`src/rtl/chunk_out_sched_if.sv`:
```
// Handshake bundle for chunk_out_sched: requester side and chunk stream side.
// master = scheduler, slave = the requesters and the stream sink.
interface chunk_out_sched_if #(
    parameter int NUM_REQ    = 4,
    parameter int CHUNK_BITS = 4,
    parameter int NUM_CHUNKS = 8
);
    localparam int DATA_BITS = NUM_CHUNKS * CHUNK_BITS;
    localparam int SRC_W     = (NUM_REQ > 1) ? $clog2(NUM_REQ) : 1;

    logic [NUM_REQ-1:0]           req;
    logic [NUM_REQ*DATA_BITS-1:0] req_data;
    logic [NUM_REQ-1:0]           ack;
    logic                         out_valid;
    logic                         out_ready;
    logic [CHUNK_BITS-1:0]        out_bits;
    logic                         out_last;
    logic [SRC_W-1:0]             out_src;
    logic                         busy;

    modport master (
        input  req, req_data, out_ready,
        output ack, out_valid, out_bits, out_last, out_src, busy
    );

    modport slave (
        output req, req_data, out_ready,
        input  ack, out_valid, out_bits, out_last, out_src, busy
    );
endinterface

```
`src/rtl/chunk_out_sched.sv`:
```
// Round-robin grant of one requester word, streamed LSB chunk first.
// Optional CHUNK_SCHED_TAG_EN prefixes each word with a winner-index chunk.
module chunk_out_sched #(
    parameter int NUM_REQ    = 4,
    parameter int CHUNK_BITS = 4,
    parameter int NUM_CHUNKS = 8
) (
    input logic              clk,
    input logic              reset,
    chunk_out_sched_if.master bus
);
    localparam int DATA_BITS = NUM_CHUNKS * CHUNK_BITS;
    localparam int SRC_W     = (NUM_REQ > 1) ? $clog2(NUM_REQ) : 1;
    localparam int CNT_W     = (NUM_CHUNKS > 1) ? $clog2(NUM_CHUNKS) : 1;
    localparam logic [CNT_W-1:0] LAST_CNT = CNT_W'(NUM_CHUNKS - 1);
    localparam logic [SRC_W-1:0] LAST_REQ = SRC_W'(NUM_REQ - 1);

`ifdef CHUNK_SCHED_TAG_EN
    if ($clog2(NUM_REQ) > CHUNK_BITS) begin : g_tag_width_chk
        $error("chunk_out_sched: requester index does not fit in one chunk");
    end
`endif

    typedef enum logic [1:0] {
        IDLE = 2'd0,
        TAG  = 2'd1,
        SEND = 2'd2
    } state_e;

    state_e                 state_q, state_d;
    logic [DATA_BITS-1:0]   word_q, word_d;
    logic [CNT_W-1:0]       cnt_q, cnt_d;
    logic [SRC_W-1:0]       last_q, last_d;
    logic [SRC_W-1:0]       src_q, src_d;
    logic [NUM_REQ-1:0]     ack_q, ack_d;

    logic                   win_found;
    logic [SRC_W-1:0]       win_idx;
    int                     arb_idx;

    // Search starts one past the previous winner and wraps mod NUM_REQ.
    always_comb begin
        win_found = 1'b0;
        win_idx   = '0;
        arb_idx   = 0;
        for (int k = 1; k <= NUM_REQ; k++) begin
            arb_idx = int'(last_q) + k;
            if (arb_idx >= NUM_REQ) arb_idx = arb_idx - NUM_REQ;
            if (!win_found && bus.req[arb_idx]) begin
                win_found = 1'b1;
                win_idx   = SRC_W'(arb_idx);
            end
        end
    end

    always_comb begin
        state_d = state_q;
        word_d  = word_q;
        cnt_d   = cnt_q;
        last_d  = last_q;
        src_d   = src_q;
        ack_d   = '0;
        unique case (state_q)
            IDLE: begin
                if (win_found) begin
                    word_d         = bus.req_data[int'(win_idx)*DATA_BITS +: DATA_BITS];
                    last_d         = win_idx;
                    src_d          = win_idx;
                    ack_d[win_idx] = 1'b1;
                    cnt_d          = '0;
`ifdef CHUNK_SCHED_TAG_EN
                    state_d        = TAG;
`else
                    state_d        = SEND;
`endif
                end
            end
            TAG: begin
                if (bus.out_ready) state_d = SEND;
            end
            SEND: begin
                if (bus.out_ready) begin
                    if (cnt_q == LAST_CNT) begin
                        cnt_d   = '0;
                        state_d = IDLE;
                    end else begin
                        cnt_d  = cnt_q + 1'b1;
                        word_d = word_q >> CHUNK_BITS;
                    end
                end
            end
            default: state_d = IDLE;
        endcase
    end

    always_ff @(posedge clk) begin
        if (reset) begin
            state_q <= IDLE;
            word_q  <= '0;
            cnt_q   <= '0;
            last_q  <= LAST_REQ;
            src_q   <= '0;
            ack_q   <= '0;
        end else begin
            state_q <= state_d;
            word_q  <= word_d;
            cnt_q   <= cnt_d;
            last_q  <= last_d;
            src_q   <= src_d;
            ack_q   <= ack_d;
        end
    end

    always_comb begin
        bus.out_bits = '0;
        if (state_q == SEND) bus.out_bits = word_q[CHUNK_BITS-1:0];
`ifdef CHUNK_SCHED_TAG_EN
        if (state_q == TAG) bus.out_bits = CHUNK_BITS'(src_q);
`endif
    end

    assign bus.out_valid = (state_q != IDLE);
    assign bus.out_last  = (state_q == SEND) && (cnt_q == LAST_CNT);
    assign bus.out_src   = src_q;
    assign bus.busy      = (state_q != IDLE);
    assign bus.ack       = ack_q;
endmodule
```
`src/flat_wrapper.sv`:
```
// flat-port wrapper written by rule: the top's interface ports become plain ports
module chunk_out_sched_flat 
#(
    parameter int NUM_REQ    = 4,
    parameter int CHUNK_BITS = 4,
    parameter int NUM_CHUNKS = 8
)
  (clk, reset, bus_req, bus_req_data, bus_out_ready, bus_ack, bus_out_valid, bus_out_bits, bus_out_last, bus_out_src, bus_busy);
  chunk_out_sched_if #(.NUM_REQ(NUM_REQ), .CHUNK_BITS(CHUNK_BITS), .NUM_CHUNKS(NUM_CHUNKS)) bus_i ();
  input logic clk;
  input logic reset;
  input wire logic [$bits(bus_i.req)-1:0] bus_req;
  input wire logic [$bits(bus_i.req_data)-1:0] bus_req_data;
  input wire logic [$bits(bus_i.out_ready)-1:0] bus_out_ready;
  output wire logic [$bits(bus_i.ack)-1:0] bus_ack;
  output wire logic [$bits(bus_i.out_valid)-1:0] bus_out_valid;
  output wire logic [$bits(bus_i.out_bits)-1:0] bus_out_bits;
  output wire logic [$bits(bus_i.out_last)-1:0] bus_out_last;
  output wire logic [$bits(bus_i.out_src)-1:0] bus_out_src;
  output wire logic [$bits(bus_i.busy)-1:0] bus_busy;
  assign bus_i.req = bus_req;
  assign bus_i.req_data = bus_req_data;
  assign bus_i.out_ready = bus_out_ready;
  assign bus_ack = bus_i.ack;
  assign bus_out_valid = bus_i.out_valid;
  assign bus_out_bits = bus_i.out_bits;
  assign bus_out_last = bus_i.out_last;
  assign bus_out_src = bus_i.out_src;
  assign bus_busy = bus_i.busy;
  chunk_out_sched #(.NUM_REQ(NUM_REQ), .CHUNK_BITS(CHUNK_BITS), .NUM_CHUNKS(NUM_CHUNKS)) u_core (.clk(clk), .reset(reset), .bus(bus_i));
endmodule
```
`config.mk`:
```
export PLATFORM = sky130hd
export DESIGN_NAME = chunk_out_sched_flat
export DESIGN_NICKNAME = d
export VERILOG_FILES = /design/src/rtl/chunk_out_sched_if.sv /design/src/rtl/chunk_out_sched.sv /design/src/flat_wrapper.sv
export SDC_FILE = /design/constraint.sdc
export NUM_CORES = 1
export LEC_CHECK = 0
export ABC_AREA = 0
export BUFFER_PORTS_ARGS = -buffer_cell sky130_fd_sc_hd__buf_4
export CAP_MARGIN = 0
export CORE_MARGIN = 4
export CORE_UTILIZATION = 53
export DETAILED_ROUTE_END_ITERATION = 6
export PLACE_DENSITY = 0.93
export SLEW_MARGIN = 20
export SYNTH_ARGS = -nofsm -noshare
export SYNTH_HDL_FRONTEND = slang
export SYNTH_SLANG_ARGS = --single-unit
```
`constraint.sdc`:
```
create_clock -name clk -period 3.2 [get_ports clk]
set_input_delay 0.64 -clock clk [delete_from_list [all_inputs] [get_ports clk]]
set_output_delay 0.64 -clock clk [all_outputs]
set_load 0.02 [all_outputs]
```
==> impl_results.md, run 1 <==
- Setup Buffers After CTS: 0
- Relative slew slack: 0.495
- Crit-path cells: buf_4 -> nor2b_1 -> o311ai_4 -> buf_4 -> nand3_1 -> a41oi_2
- Clk_lat worst skew: 0.30 ns
- Pin slew with the least headroom to its limit: 0.758 ns
- Setup TNS: 0 ns
- Post-synth top area share: 0.250
- Fin Hold WS: 0.468 ns
- Clock Pin Slew Worst Setup and Hold Paths: 0.09 ns
- Crit path top cell by count: buf_4
- Min Tclk post-route: 2.23 ns
- Largest net degree at the start of global routing: 45
- CP endpoint kind: register
- Number of port buffers: 147
- Cell Area, Synth: 3530 sq um
- Area growth syn-to-layout: 31.8%
- Placed Area: 4530 sq um
- Layout fillers: 483
- Critical Path RT: 3.42 ns
- Fraction of layout cells with a size suffix above 1: 0.444
- Post-CTS Resized: 0
- Residual DRC: 0
- Gpl congestion: 0.867
- Area contributors post-synth: dfxtp_1 (25%), a41oi_2 (13%), a221oi_2 (11%)
- Die width: 89.6 microns
- Initial antenna violation count: 1
- CTS tree: done
- Clk_skew: 0.00340 ns
- Flip-flop and latch area: 882 sq um
- # nets final: 661
- Post-Route Utilization: 0.724
- Die ar.: 8020 sq um
- Worst Slack Setup Final: 0.970 ns
- Die Y: 89.6 microns
- CTS Buf Count: 5
- DRT iter0 DRCs: 330
- Distinct cell type count after synthesis: 42
- Yosys top cell by area: dfxtp_1
- Row cnt: 29
- Vias per cell: 6.72
- Initial Util: 0.549
- EDFF count, synth: 0
- Vias in the first global route: 3860
- First-pass GRT wire length: 17800 microns
- Antenna Nets Post-Route: 0
- Final Routed Wirelength: 12100 microns
- Cells after Synth: 410
- Async set-or-reset flop fraction in the synthesized netlist: 0
- Pleak: 1.79 nW
- Final Setup Violations: 0
- Startpoint Class: input pin
- Clk sink count: 44
- Mapped Nets: 547
- Max VDD drop: 0.286 mV
- Achievable Freq: 0.448 GHz
- Routed len/inst: 20.2 microns
- Via count: 4044
- CTS H-Tree Depth: 2
- Drt first pass iters: 5
- Power density cells: 378 nW/um^2
- Run status: finished, final reports clean
- DP Worst Slack: 0.525 ns
- Top_reg_cell synth: dfxtp_1
- Sequential share of the synthesized area: 0.250
- RSZ-0062 raised after global routing: no
- Multi-input logic area: 2360 sq um
- Number of diodes: 0
- Slew Limit Fails: 0
- # IOs: 148
- Max clock buf depth: 2
- Count of yosys warnings during synthesis: 0
- Final Hold Fails: 0
- Crit path kind: input pin to register
- Core Area: 6420 sq um
- CP max-delay cell: o311ai_4
- Fin crit share: 0.697
- Hold Buf Count CTS: 0
- Post-Synthesis Mean Instance Area: 8.60 sq um
- Clk root buf: clkbuf_8
- Seq cells post-synth: 44
- Post-route cell area: 4650 sq um
- Total gr overflow: 0
- DP Wirelength: 8460 microns
- Crit path arrival time: 2.45 ns
- Max cap viols: 0
- GRT Total Usage: 0.280
- HP Class: register to register
- Slowest cell delay on critical path: 0.50 ns
- Peak fanout along the critical path: 40
[registers in the layout, summed over array words and instances (netlist names)]
register,count
u_core.word_q,32
u_core.bus.ack,4
u_core.bus.out_src,2
u_core.state_q,1
u_core.cnt_q,3
u_core.last_q,2
[cells in the final DEF, fill, tap and decap left out, drive strengths merged, types with 6 or more instances in the layout]
master | synthesis | layout
nand2 | 69 | 69
nand3 | 66 | 66
o21ai | 32 | 32
and2 | 6 | 6
buf | 28 | 157
a21oi | 9 | 9
a21o | 6 | 6
nor2 | 6 | 6
a41oi | 32 | 32
a221oi | 28 | 28
dfxtp | 44 | 44
a31o | 28 | 28
[final timing paths]
check                             start                    end  slack [ns]  cells after the start
hold reg to reg   u_core.bus.out_src[1]  u_core.bus.out_src[1]        0.47                      2
hold / removal    u_core.bus.out_src[1]  u_core.bus.out_src[1]        0.47                      2
setup / recovery             bus_req[1]      u_core.word_q[23]        0.97                      6
setup reg to reg      u_core.state_q[1]      u_core.word_q[16]        1.01                      4
[through the flow]
stage | power, mW | instances
floorplan | 1.08 | 410
global placement | 1.28 | 594
detailed placement | 1.31 | 594
CTS | 1.75 | 602
global route | 1.84 | 602
finish | 1.76 | 602
[area by class of cell]
class                   count  area share
flip-flops and latches     44       0.190
multi-input cells         311       0.507
well taps                  77      0.0207
repair buffers            157       0.254
clock buffers               5      0.0148
inverters                   5     0.00404
clock inverters             3      0.0102
[power breakdown]
part	total [mW]	internal (mW)	leakage [nW]	switching (mW)
Sequential	0.678	0.608	0.365	0.0702
Clock	0.446	0.236	0.0583	0.211
Combinational	0.632	0.294	1.36	0.337
[metal layers]
layer | up-vias | wire [microns] | GRT usage
met2 | 284 | 5890 | 0.483
li1 | 1798 | - | -
met5 | - | 8 | 0
met1 | 1920 | 4660 | 0.334
met4 | 2 | 320 | 0.124
met3 | 40 | 1250 | 0.0562
[cells in the mapped netlist, drive strengths merged, types with 4 or more instances]
cell type and n:
nand2 69, nand3 66, dfxtp 44, a41oi 32, o21ai 32, a221oi 28
a31o 28, buf 28, clkbuf 22, a21oi 9, a21o 6, and2 6
nor2 6, inv 5, nor3 4
[critical path: cells and delay by family]
family / cells / cell delay [ns]
AOI/OAI and AO/OA: 2 / 0.73
buffers and inverters: 2 / 0.65
and+or+nand+nor: 2 / 0.41
[logic make-up after synthesis]
family          Yosys count  share of synthesized area
compound gates          147                      0.440
fa+ha+maj                 2                    0.00710
buf+inv                  55                     0.0869
flops                    44                      0.250
simple gates            162                      0.216
Note: power is estimated with default switching activity, not from simulation.
==> inputs of run 2 (changes only) <==
--- a/config.mk
+++ b/config.mk
@@ -9,9 +9,9 @@
 export BUFFER_PORTS_ARGS = -buffer_cell sky130_fd_sc_hd__buf_4
 export CAP_MARGIN = 0
 export CORE_MARGIN = 4
-export CORE_UTILIZATION = 53
+export CORE_UTILIZATION = 44
 export DETAILED_ROUTE_END_ITERATION = 6
-export PLACE_DENSITY = 0.93
+export PLACE_DENSITY = 0.83
 export SLEW_MARGIN = 20
 export SYNTH_ARGS = -nofsm -noshare
 export SYNTH_HDL_FRONTEND = slang
==> constraint.sdc (replaced) <==
create_clock -name clk -period 1.8 [get_ports clk]
set_input_delay 0.36 -clock clk [delete_from_list [all_inputs] [get_ports clk]]
set_output_delay 0.36 -clock clk [all_outputs]
set_load 0.02 [all_outputs]
==> run 2 against run 1 <==
Net effect: via count down 2.7%; register-to-register slack worse by 0.89 ns; count of clock-buffer cells in the layout up 1; clock power up 84%; sequential share of layout area down 0.99 points; total power up 85%; clock skew up 0.00055 ns; wire length up 2.5%; combinational power up 98%; sequential cell count unchanged; final area up 5.8%; critical path depth down 1; critical path type is now register to primary output; critical endpoint is now bus_out_last; largest cell class unchanged; largest power group is now combinational cells.
==> impl_results.md, run 2 (synthesis gave the netlist of run 1 again) <==
- Max reg flops: 32
- Min Tclk post-route: 1.74 ns
- Pin slew with the least headroom to its limit: 0.504 ns
- Achievable Freq: 0.575 GHz
- Residual DRC: 0
- Crit path kind: register to primary output
- Relative slew slack: 0.664
- Fin Hold WS: 0.359 ns
- Die ar.: 9510 sq um
- Via count: 3936
- Number of diodes: 0
- Area growth syn-to-layout: 39.5%
- Crit path top cell by count: ha_2
- RR Endpoint: u_core.word_q[13]
- Row cnt: 32
- Total gr overflow: 0
- Worst r2r src: u_core.cnt_q[1]
- Initial antenna violation count: 0
- Gpl congestion: 0.888
- Critical Path RT: 1.44 ns
- Fin crit share: 0.966
- Final Hold Fails: 0
- Non-filler cells, final: 644
- # nets final: 678
- Vias in the first global route: 4008
- Hold depth: 3
- Vias per cell: 6.11
- Max VDD drop: 0.487 mV
- Hold Path Origin: bus_req_data[57]
- GRT Total Usage: 0.249
- HP Class: input pin to register
- Placed Area: 4770 sq um
- Number of port buffers: 147
- Die Y: 97.5 microns
- # IOs: 148
- Clk_lat worst skew: 0.30 ns
- Clk_skew: 0.00394 ns
- First-pass GRT wire length: 19800 microns
- Most common cell after layout, fill and taps aside: buf_4
- Routed len/inst: 19.3 microns
- Max clock buf depth: 2
- Crit-path cells: ha_2 -> ha_2 -> buf_4 -> and2_4 -> buf_6
- Reg with most FFs: u_core.word_q
- Placed Cells: 635
- Layout fillers: 667
- Antenna Nets Post-Route: 0
- Clk root buf: clkbuf_8
- Fraction of layout cells with a size suffix above 1: 0.470
- Clock Pin Slew Worst Setup and Hold Paths: 0.09 ns
- CP max-delay cell: dfxtp_2
- Post-route cell area: 4920 sq um
- Core Area: 7770 sq um
- CTS Buf Count: 5
- Clk sink count: 44
- Slowest cell delay on critical path: 0.33 ns
- Initial Util: 0.454
- CP endpoint kind: primary output
- CTS tree: done
- Final Setup Violations: 0
- Most frequent cells in the layout: buf_4 (165), nand2_1 (69), nand3_1 (66), dfxtp_1 (41), o21ai_0 (32)
- Startpoint Class: register
- Reg2reg setup slack: 0.12 ns
- Largest net degree at the start of global routing: 45
- R2R cell count: 8
- Post-Route Utilization: 0.633
- Pleak: 1.90 nW
- Run status: finished, final reports clean
- Max cap viols: 0
- Slew Limit Fails: 0
- Hold Crit Endpoint: u_core.word_q[25]
- CTS H-Tree Depth: 2
- Die width: 97.5 microns
- Crit path arrival time: 1.38 ns
- DRT iter0 DRCs: 286
- DP Wirelength: 8850 microns
- Drt first pass iters: 4
- RSZ-0062 raised after global routing: no
- Peak fanout along the critical path: 4
- Power density cells: 661 nW/um^2
- Final Routed Wirelength: 12400 microns
-- run 2: cell types whose count changed in the layout (fill, tap and decap cells not counted), sizes merged --
| cell | delta |
|---|---|
| buf | +17 |
| clkbuf | +1 |
| clkinv | -1 |
-- run 2: worst max-delay path: cells and delay by family (launching register included) --
family / cells / cell delay [ns]
DFF: 1 / 0.33
adders and majority gates: 2 / 0.33
buffers and inverters: 2 / 0.26
and+or+nand+nor: 1 / 0.15
-- run 2: how the worst max path moves through the flow --
| stage | endpoint | slack (ns) | cells past startpoint | startpoint |
|---|---|---|---|---|
| floorplan | u_core.word_q[10] | -0.005 | 8 | u_core.cnt_q[0] |
| global placement | u_core.word_q[1] | 0.08 | 5 | bus_req[3] |
| detailed placement | u_core.word_q[2] | 0.04 | 5 | bus_req[3] |
| CTS | bus_out_last | 0.01 | 5 | u_core.cnt_q[0] |
| global route | u_core.word_q[1] | 0.001 | 8 | u_core.cnt_q[1] |
| finish | bus_out_last | 0.06 | 5 | u_core.cnt_q[0] |
-- run 2: area by class of cell --
class	count	area (sq um)	area share
inverter	5	18.8	0.00382
sequential	44	885	0.180
clock inverter	2	38.8	0.00789
multi-input combinational	311	2360	0.481
clock buffer	6	82.6	0.0168
tap	102	128	0.0260
timing repair buffer	174	1400	0.285
-- run 2: metrics by stage --
stage | power [mW] | TNS [ns] | setup WS (ns)
after floorplan | 1.92 | -0.100 | -0.00527
after global placement | 2.40 | 0 | 0.0830
after detailed placement | 2.43 | 0 | 0.0364
after CTS | 3.24 | 0 | 0.00976
after global routing | 3.39 | 0 | 0.000951
final | 3.25 | 0 | 0.0609
-- run 2: report_power, final --
part | switching (mW) | leakage [nW] | internal [mW] | total (mW)
Sequential | 0.0992 | 0.366 | 1.08 | 1.18
Clock | 0.368 | 0.0614 | 0.454 | 0.822
Combinational | 0.645 | 1.47 | 0.603 | 1.25
Total | 1.11 | 1.90 | 2.14 | 3.25
-- run 2: repair_timing --
item,4_1_cts,5_1_grt
setup endpoints to repair,1,15
resized for setup,3,5
setup buffers,1,0
hold buffers,0,0
-- run 2: routing by layer --
metal | part of all wire | wire [microns] | GRT usage | vias up
li1 | - | - | - | 1831
met1 | 0.39 | 4830 | 0.305 | 1856
met2 | 0.49 | 6070 | 0.429 | 224
met3 | 0.10 | 1270 | 0.0546 | 25
met4 | 0.021 | 267 | 0.0895 | 0
met5 | 0 | 0 | 0 | -
